`config.mk`:
```
export PLATFORM = sky130hd
export DESIGN_NAME = rgb_to_yuv_stream
export DESIGN_NICKNAME = d
export VERILOG_FILES = /design/src/rtl/rgb_yuv_pkg.sv /design/src/rtl/rgb_yuv_pipe_stage.sv /design/src/rtl/rgb_to_yuv_stream.sv
export SDC_FILE = /design/constraint.sdc
export NUM_CORES = 1
export LEC_CHECK = 0
export BUFFER_PORTS_ARGS = -buffer_cell sky130_fd_sc_hd__buf_2
export CORE_UTILIZATION = 55
export DETAILED_ROUTE_END_ITERATION = 6
export PLACE_DENSITY = 0.81
export SYNTH_ARGS = -nofsm -noshare
export SYNTH_HDL_FRONTEND = slang
export SYNTH_HIERARCHICAL = 1
export SYNTH_SLANG_ARGS = --single-unit
```
`constraint.sdc`:
```
create_clock -name clk -period 4.05 [get_ports clk]
set_clock_uncertainty 0.05 [all_clocks]
set_input_delay 0.81 -clock clk [delete_from_list [all_inputs] [get_ports clk]]
set_output_delay 0.81 -clock clk [all_outputs]
set_load 0.005 [all_outputs]
```
`src/rtl/rgb_yuv_pkg.sv`:
```
// rgb_yuv_pkg: fixed-point constants and helpers shared by the RGB<->YUV blocks
package rgb_yuv_pkg;
  localparam int FRAC_BITS = 4;
  localparam int Y_R = 5;
  localparam int Y_G = 9;
  localparam int Y_B = 2;
  localparam int U_DB = 8;
  localparam int V_DR = 10;
  localparam int RND = 8;
  function automatic logic [7:0] sat8_signed(input logic signed [12:0] x);
    return (x > 13'sd127) ? 8'h7f : (x < -13'sd128) ? 8'h80 : x[7:0];
  endfunction
endpackage

```
`src/rtl/rgb_yuv_pipe_stage.sv`:
```
// rgb_yuv_pipe_stage: valid/data register that loads only when the pipe advances
module rgb_yuv_pipe_stage #(
  parameter int W = 8
) (
  input  logic         clk,
  input  logic         rst_n,
  input  logic         adv,
  input  logic         in_valid,
  input  logic [W-1:0] in_data,
  output logic         out_valid,
  output logic [W-1:0] out_data
);
  // bubbles shift like real pixels; everything holds while stalled
  always_ff @(posedge clk or negedge rst_n)
    if (!rst_n) begin
      out_valid <= 1'b0;
      out_data <= '0;
    end else if (adv) begin
      out_valid <= in_valid;
      out_data <= in_data;
    end
endmodule

```
`src/rtl/rgb_to_yuv_stream.sv`:
```
// rgb_to_yuv_stream: 3-stage handshaked RGB to YUV converter (nibble fixed point)
module rgb_to_yuv_stream
  import rgb_yuv_pkg::*;
#(
  parameter bit LAST_EN = 1'b1
) (
  input  logic       clk,
  input  logic       rst_n,
  input  logic       in_valid,
  output logic       in_ready,
  input  logic [7:0] in_r,
  input  logic [7:0] in_g,
  input  logic [7:0] in_b,
  input  logic       in_last,
  output logic       out_valid,
  input  logic       out_ready,
  output logic [7:0] out_y,
  output logic [7:0] out_u,
  output logic [7:0] out_v,
  output logic       out_last
);
  logic               advance;
  logic [11:0]        ysum;
  logic               s1_valid, s2_valid, s3_valid;
  logic [28:0]        s1_d;
  logic [26:0]        s2_d;
  logic [24:0]        s3_d;
  logic [8:0]         yr9;
  logic [7:0]         yr;
  logic signed [8:0]  db, dr, s2_db, s2_dr;
  logic signed [12:0] db_x, dr_x, up, vp, up_r, vp_r;

  // the whole pipe stalls only when the last stage holds a pixel nobody takes
  assign advance = !(s3_valid && !out_ready);
  assign in_ready = advance;

  // S1 input: weighted luma sum in 8.4, R and B carried for the chroma diffs
  always_comb ysum = 12'(Y_R * int'(in_r) + Y_G * int'(in_g) + Y_B * int'(in_b));

  rgb_yuv_pipe_stage #(.W(29)) u_s1 (
    .clk(clk), .rst_n(rst_n), .adv(advance), .in_valid(in_valid),
    .in_data({in_last & LAST_EN, in_r, in_b, ysum}),
    .out_valid(s1_valid), .out_data(s1_d)
  );

  // S2 input: round luma half-up, clamp, then form B-Y and R-Y
  always_comb begin
    yr9 = 9'(s1_d[11:4]) + 9'(s1_d[3]);
    yr = yr9[8] ? 8'hff : yr9[7:0];
    db = 9'(s1_d[19:12]) - 9'(yr);
    dr = 9'(s1_d[27:20]) - 9'(yr);
  end

  rgb_yuv_pipe_stage #(.W(27)) u_s2 (
    .clk(clk), .rst_n(rst_n), .adv(advance), .in_valid(s1_valid),
    .in_data({s1_d[28], yr, db, dr}),
    .out_valid(s2_valid), .out_data(s2_d)
  );

  // S3 input: scale the diffs, round half toward +inf, saturate to int8
  always_comb begin
    s2_db = s2_d[17:9];
    s2_dr = s2_d[8:0];
    db_x = 13'(s2_db);
    dr_x = 13'(s2_dr);
    up = db_x * 13'(U_DB);
    vp = dr_x * 13'(V_DR);
    up_r = (up + 13'(RND)) >>> FRAC_BITS;
    vp_r = (vp + 13'(RND)) >>> FRAC_BITS;
  end

  rgb_yuv_pipe_stage #(.W(25)) u_s3 (
    .clk(clk), .rst_n(rst_n), .adv(advance), .in_valid(s2_valid),
    .in_data({s2_d[26], s2_d[25:18], sat8_signed(up_r), sat8_signed(vp_r)}),
    .out_valid(s3_valid), .out_data(s3_d)
  );

  assign out_valid = s3_valid;
  assign out_last = s3_d[24];
  assign out_y = s3_d[23:16];
  assign out_u = s3_d[15:8];
  assign out_v = s3_d[7:0];
endmodule

```
## Word-level counts from Yosys, hierarchy flattened

Index checks and enable logic that the tools add are counted.
W data, S select, Z words.

| storage, ports and cells | value |
|---|---|
| memories | 0 |
| bits in writable memories | 0 |
| bits in read-only memories | 0 |
| bits in latches | 0 |
| output and inout bits | 27 |
| flip-flop bits (word level) | 84 |
| input bits | 29 |

| operators by class | value |
|---|---|
| shifts and indexed selects | 0 |
| reduce and logical (&&, ||, !) cells | 3 |
| $mul | 3 |
| eq/ne operators | 0 |
| add/sub/neg operators | 7 |
| mux-type cells | 5 |
| bitwise logic cells | 0 |
| $lt $le $gt $ge | 4 |
| div/mod/pow operators | 0 |

Operator list:

| operator | number |
|---|---|
| $mux W8 | 5 |
| $gt A9 B8 Y1 const B | 2 |
| $lt A9 B8 Y1 const B | 2 |
| $sub A8 B8 Y9 | 2 |
| $add A12 B5 Y13 const B | 1 |
| $add A13 B5 Y13 const B | 1 |
| $add A11 B12 Y12 | 1 |
| $add A12 B9 Y12 | 1 |
| $mul A4 B8 Y12 const A | 1 |
| $mul A9 B4 Y12 const B | 1 |
| $mul A3 B8 Y11 const A | 1 |
| $add A8 B1 Y9 | 1 |
| $logic_not A1 Y1 | 2 |
| $logic_and A1 B1 Y1 | 1 |

## Logic depth before layout (Yosys ltp)

| logic depth | value |
|---|---|
| depth after elaboration | 5 |
| mapped depth | 16 |
| mapped depth without buffers | 16 |

## Cells and area by module

The synthesis kept the hierarchy.

By module, submodules not included:

| module | cells an instance | area an instance (um2) | instances | sequential area each (um2) |
|---|---|---|---|---|
| rgb_to_yuv_stream | 350 | 2826.5 | 1 | 0.0 |
| rgb_yuv_pipe_stage (u_s1) | 63 | 1234.9 | 1 | 750.7 |
| rgb_yuv_pipe_stage (u_s2) | 59 | 1142.3 | 1 | 700.7 |
| rgb_yuv_pipe_stage (u_s3) | 55 | 1069.8 | 1 | 650.6 |

## Worst setup path before layout

OpenSTA, ideal clock, no wires.

| path | value |
|---|---|
| path type | input port to flip-flop |
| start | input in_r[1] |
| end | register u_s1.out_data[11] |
| slack | -0.120 ns |
| library setup time | 0.064 ns |
| stages | 14 |
| arrival | 4.057 ns |
| data required time | 3.936 ns |
| cells stage by stage | ha_1 > inv_1 > fa_1 > fa_1 > fa_1 > inv_1 > ha_1 > a21oi_1 > o21bai_1 > a21oi_1 > o21ai_0 > or4_1 > nand4_1 > mux2_4 |

| on the way | value |
|---|---|
| cells in the longest elaborated chain, start to end | 3 |

RTL lines:

| element | RTL line | RTL |
|---|---|---|
| from (decl) | rgb_to_yuv_stream.sv:11 | `input logic [7:0] in_r,` |
| $mul A3 B8 Y11 | rgb_to_yuv_stream.sv:38 | `always_comb ysum = 12'(Y_R * int'(in_r) + Y_G * int'(in_g) + Y_B * int'(in_b));` |
| $add A11 B12 Y12 | rgb_to_yuv_stream.sv:38 |  |
| $add A12 B9 Y12 | rgb_to_yuv_stream.sv:38 |  |
| named net ysum[11] | rgb_to_yuv_stream.sv:23 | `logic [11:0] ysum;` |
| to (signal assigned) | rgb_yuv_pipe_stage.sv:20 | `out_data <= in_data;` |
| to (decl) | rgb_yuv_pipe_stage.sv:11 | `output logic [W-1:0] out_data` |

The timed path passes the listed nets, and every way through them passes these cells.
A chain may end at the register's enable or synchronous reset.

## Worst setup path after layout

| path | value |
|---|---|
| start | input in_r[0] |
| end | register u_s1.out_data[11] |

The elaborated chain is that of the path after synthesis.

==> results.json <==
{
  "outcome": "finished, final reports clean",
  "drc": 0,
  "grt.total_usage_pct": 20.9,
  "setup_viol": 0,
  "fp.coreArea_um2": 10900,
  "via_count": 4000,
  "die_y_um": 108,
  "critPathMaxStageDelay_ps": 550,
  "antennaDiodeCount": 0,
  "start_util_pct": 56.5,
  "drt-total-wl_um": 11100,
  "nNetsFinal": 712,
  "wl_met3_um": 337,
  "critPathCaptureType": "register",
  "cpLargestDelayFamily": "adder cells",
  "critPathMaxFanout": 3,
  "cpMostUsedCell": "ha_1",
  "tightest_slew_ps": 969,
  "cts_root_buf": "clkbuf_8",
  "criticalPathCategory": "input port to register",
  "core.rowCount": 38,
  "worstPathRequired_ps": 4290,
  "final-max-slew-violation-count": 0,
  "cp-start-kind": "input port",
  "boundaryPins": 56,
  "relSlewSlack_pct": 35.4,
  "grt_pass1_wl_um": 18900,
  "drt_iter0_drc": 130,
  "die_width_um": 108,
  "syn_area_per_cell_um2": 11.8,
  "synth.yosys.warnings": 6,
  "grt_antenna_before_repair": 0,
  "finalHoldViolCount": 0,
  "h-tree-depth": 3,
  "cts.reportedPaths.clkPinSlew_ps": 70,
  "netlist_area_um2": 6150,
  "dp_hpwl_um": 8910,
  "cp.buffers_inverters": 3,
  "rsz0062_at_grt": "false",
  "cts.sinks": 81,
  "gr-total-overflow": 0,
  "grt_pass1_vias": 4145,
  "wl_met1_um": 5180,
  "die-area_um2": 11600,
  "port_buffers": 55,
  "cp_slowest_cell": "fa_1",
  "design_area_um2": 6850,
  "dpl-instance-area_um2": 6630,
  "synthesis.nets": 639,
  "postCtsHoldBufs": 0,
  "routabilityCongestion": 0.827,
  "synthCells": 521,
  "avgRoutedWirePerCell_um": 15.1,
  "fill_cells": 829,
  "cts_tree": "done",
  "detail_route.vias_per_cell": 5.41,
  "grt_max_degree": 82,
  "clk_path_buf_depth": 2,
  "area_growth_pct": 11.4,
  "wl_met2_um": 5320,
  "cap_violations": 0,
  "ant_nets": 0,
  "min_period_ps": 3890,
  "min_path_type": "register to register",
  "insertion_delay_ps": 350,
  "drive_gt1_share_pct": 30.6,
  "period_share_pct": 96.0,
  "first_pass_iters": 7,
  "cp_data_arrival_time_ps": 4130,
  "numCtsBuffers": 9,
  "highest_layer": "met4",
  "fmax_mhz": 257,
  "path_cells": "buf_2 > ha_1 > fa_1 > ha_1 > inv_1 > fa_1 > inv_1 > ha_1 > a21o_1 > a21oi_2 > o21bai_1 > a21oi_1 > o21ai_1 > or4_1 > nand4_1 > mux2_4"
}
-- path summary, 6_finish.rpt --
| kind | slack, ps | endpoint | start | depth (start not counted) |
|---|---|---|---|---|
| worst max-delay path | 160 | u_s1/out_data[11] | in_r[0] | 16 |
| worst max register to register | 250 | u_s3/out_data[2] | u_s2/out_data[3] | 11 |
| worst min-delay path | 450 | u_s3/out_data[1] | u_s3/out_data[1] | 1 |
| max in group asynchronous | 2760 | u_s1/out_data[9] | rst_n | 1 |
| worst min register to register | 450 | u_s3/out_data[1] | u_s3/out_data[1] | 1 |
| min in group asynchronous | 570 | u_s3/out_data[6] | rst_n | 1 |
-- placed cells by master (no fill, tap or decap), types with 11 or more instances in the layout --
cell / instances
ha_1: 65
fa_1: 23
buf_2: 54
a21oi_1: 23
xor2_1: 18
clkbuf_8: 11
nor2_1: 15
xnor2_1: 14
dfrtp_1: 81
mux2_2: 15
o21ai_0: 18
inv_1: 52
mux2_4: 67
nand2_1: 20
buf_4: 21
nand3_1: 14
-- per-layer routing --
| metal | GRT usage [%] | vias to the layer above |
|---|---|---|
| met5 | 0 | - |
| met4 | 9.20 | 0 |
| met3 | 2.54 | 25 |
| met2 | 35.9 | 87 |
| met1 | 26.3 | 1925 |
| li1 | - | 1963 |
-- stage by stage --
stage	setup WS [ps]	instances	utilization, %	TNS [ps]	hold WS (ps)
2_1_floorplan	-9.78	521	-	-9.78	425
3_3_place_gp	-113	723	60.9	-324	436
3_5_place_dp	-225	723	60.9	-746	443
4_1_cts	155	739	63.0	0	459
5_1_grt	14.6	739	63.0	0	477
6_report	162	739	63.0	0	453
-- sequential cells by signal, summed over array words and instances, names as in the netlist --
name,cells
u_s1/out_data,26
u_s1/out_valid,1
u_s2/out_data,27
u_s2/out_valid,1
u_s3/out_data,25
u_s3/out_valid,1
-- layout make-up --
type,instances,area (µm²),area share (%)
clock buffers,14,163,2.37
flip-flops and latches,81,2030,29.6
inverters,52,195,2.85
multi-input cells,375,3810,55.5
well taps,140,175,2.56
clock inverters,2,60.1,0.876
repair buffers,75,428,6.24
-- repair_timing --
item                       CTS  global route
setup endpoints to repair    0             1
resized for setup            0             1
setup buffers                0             0
Power is not shown: default switching activity piles up to over one toggle a cycle in this logic, so the estimate is an artifact.
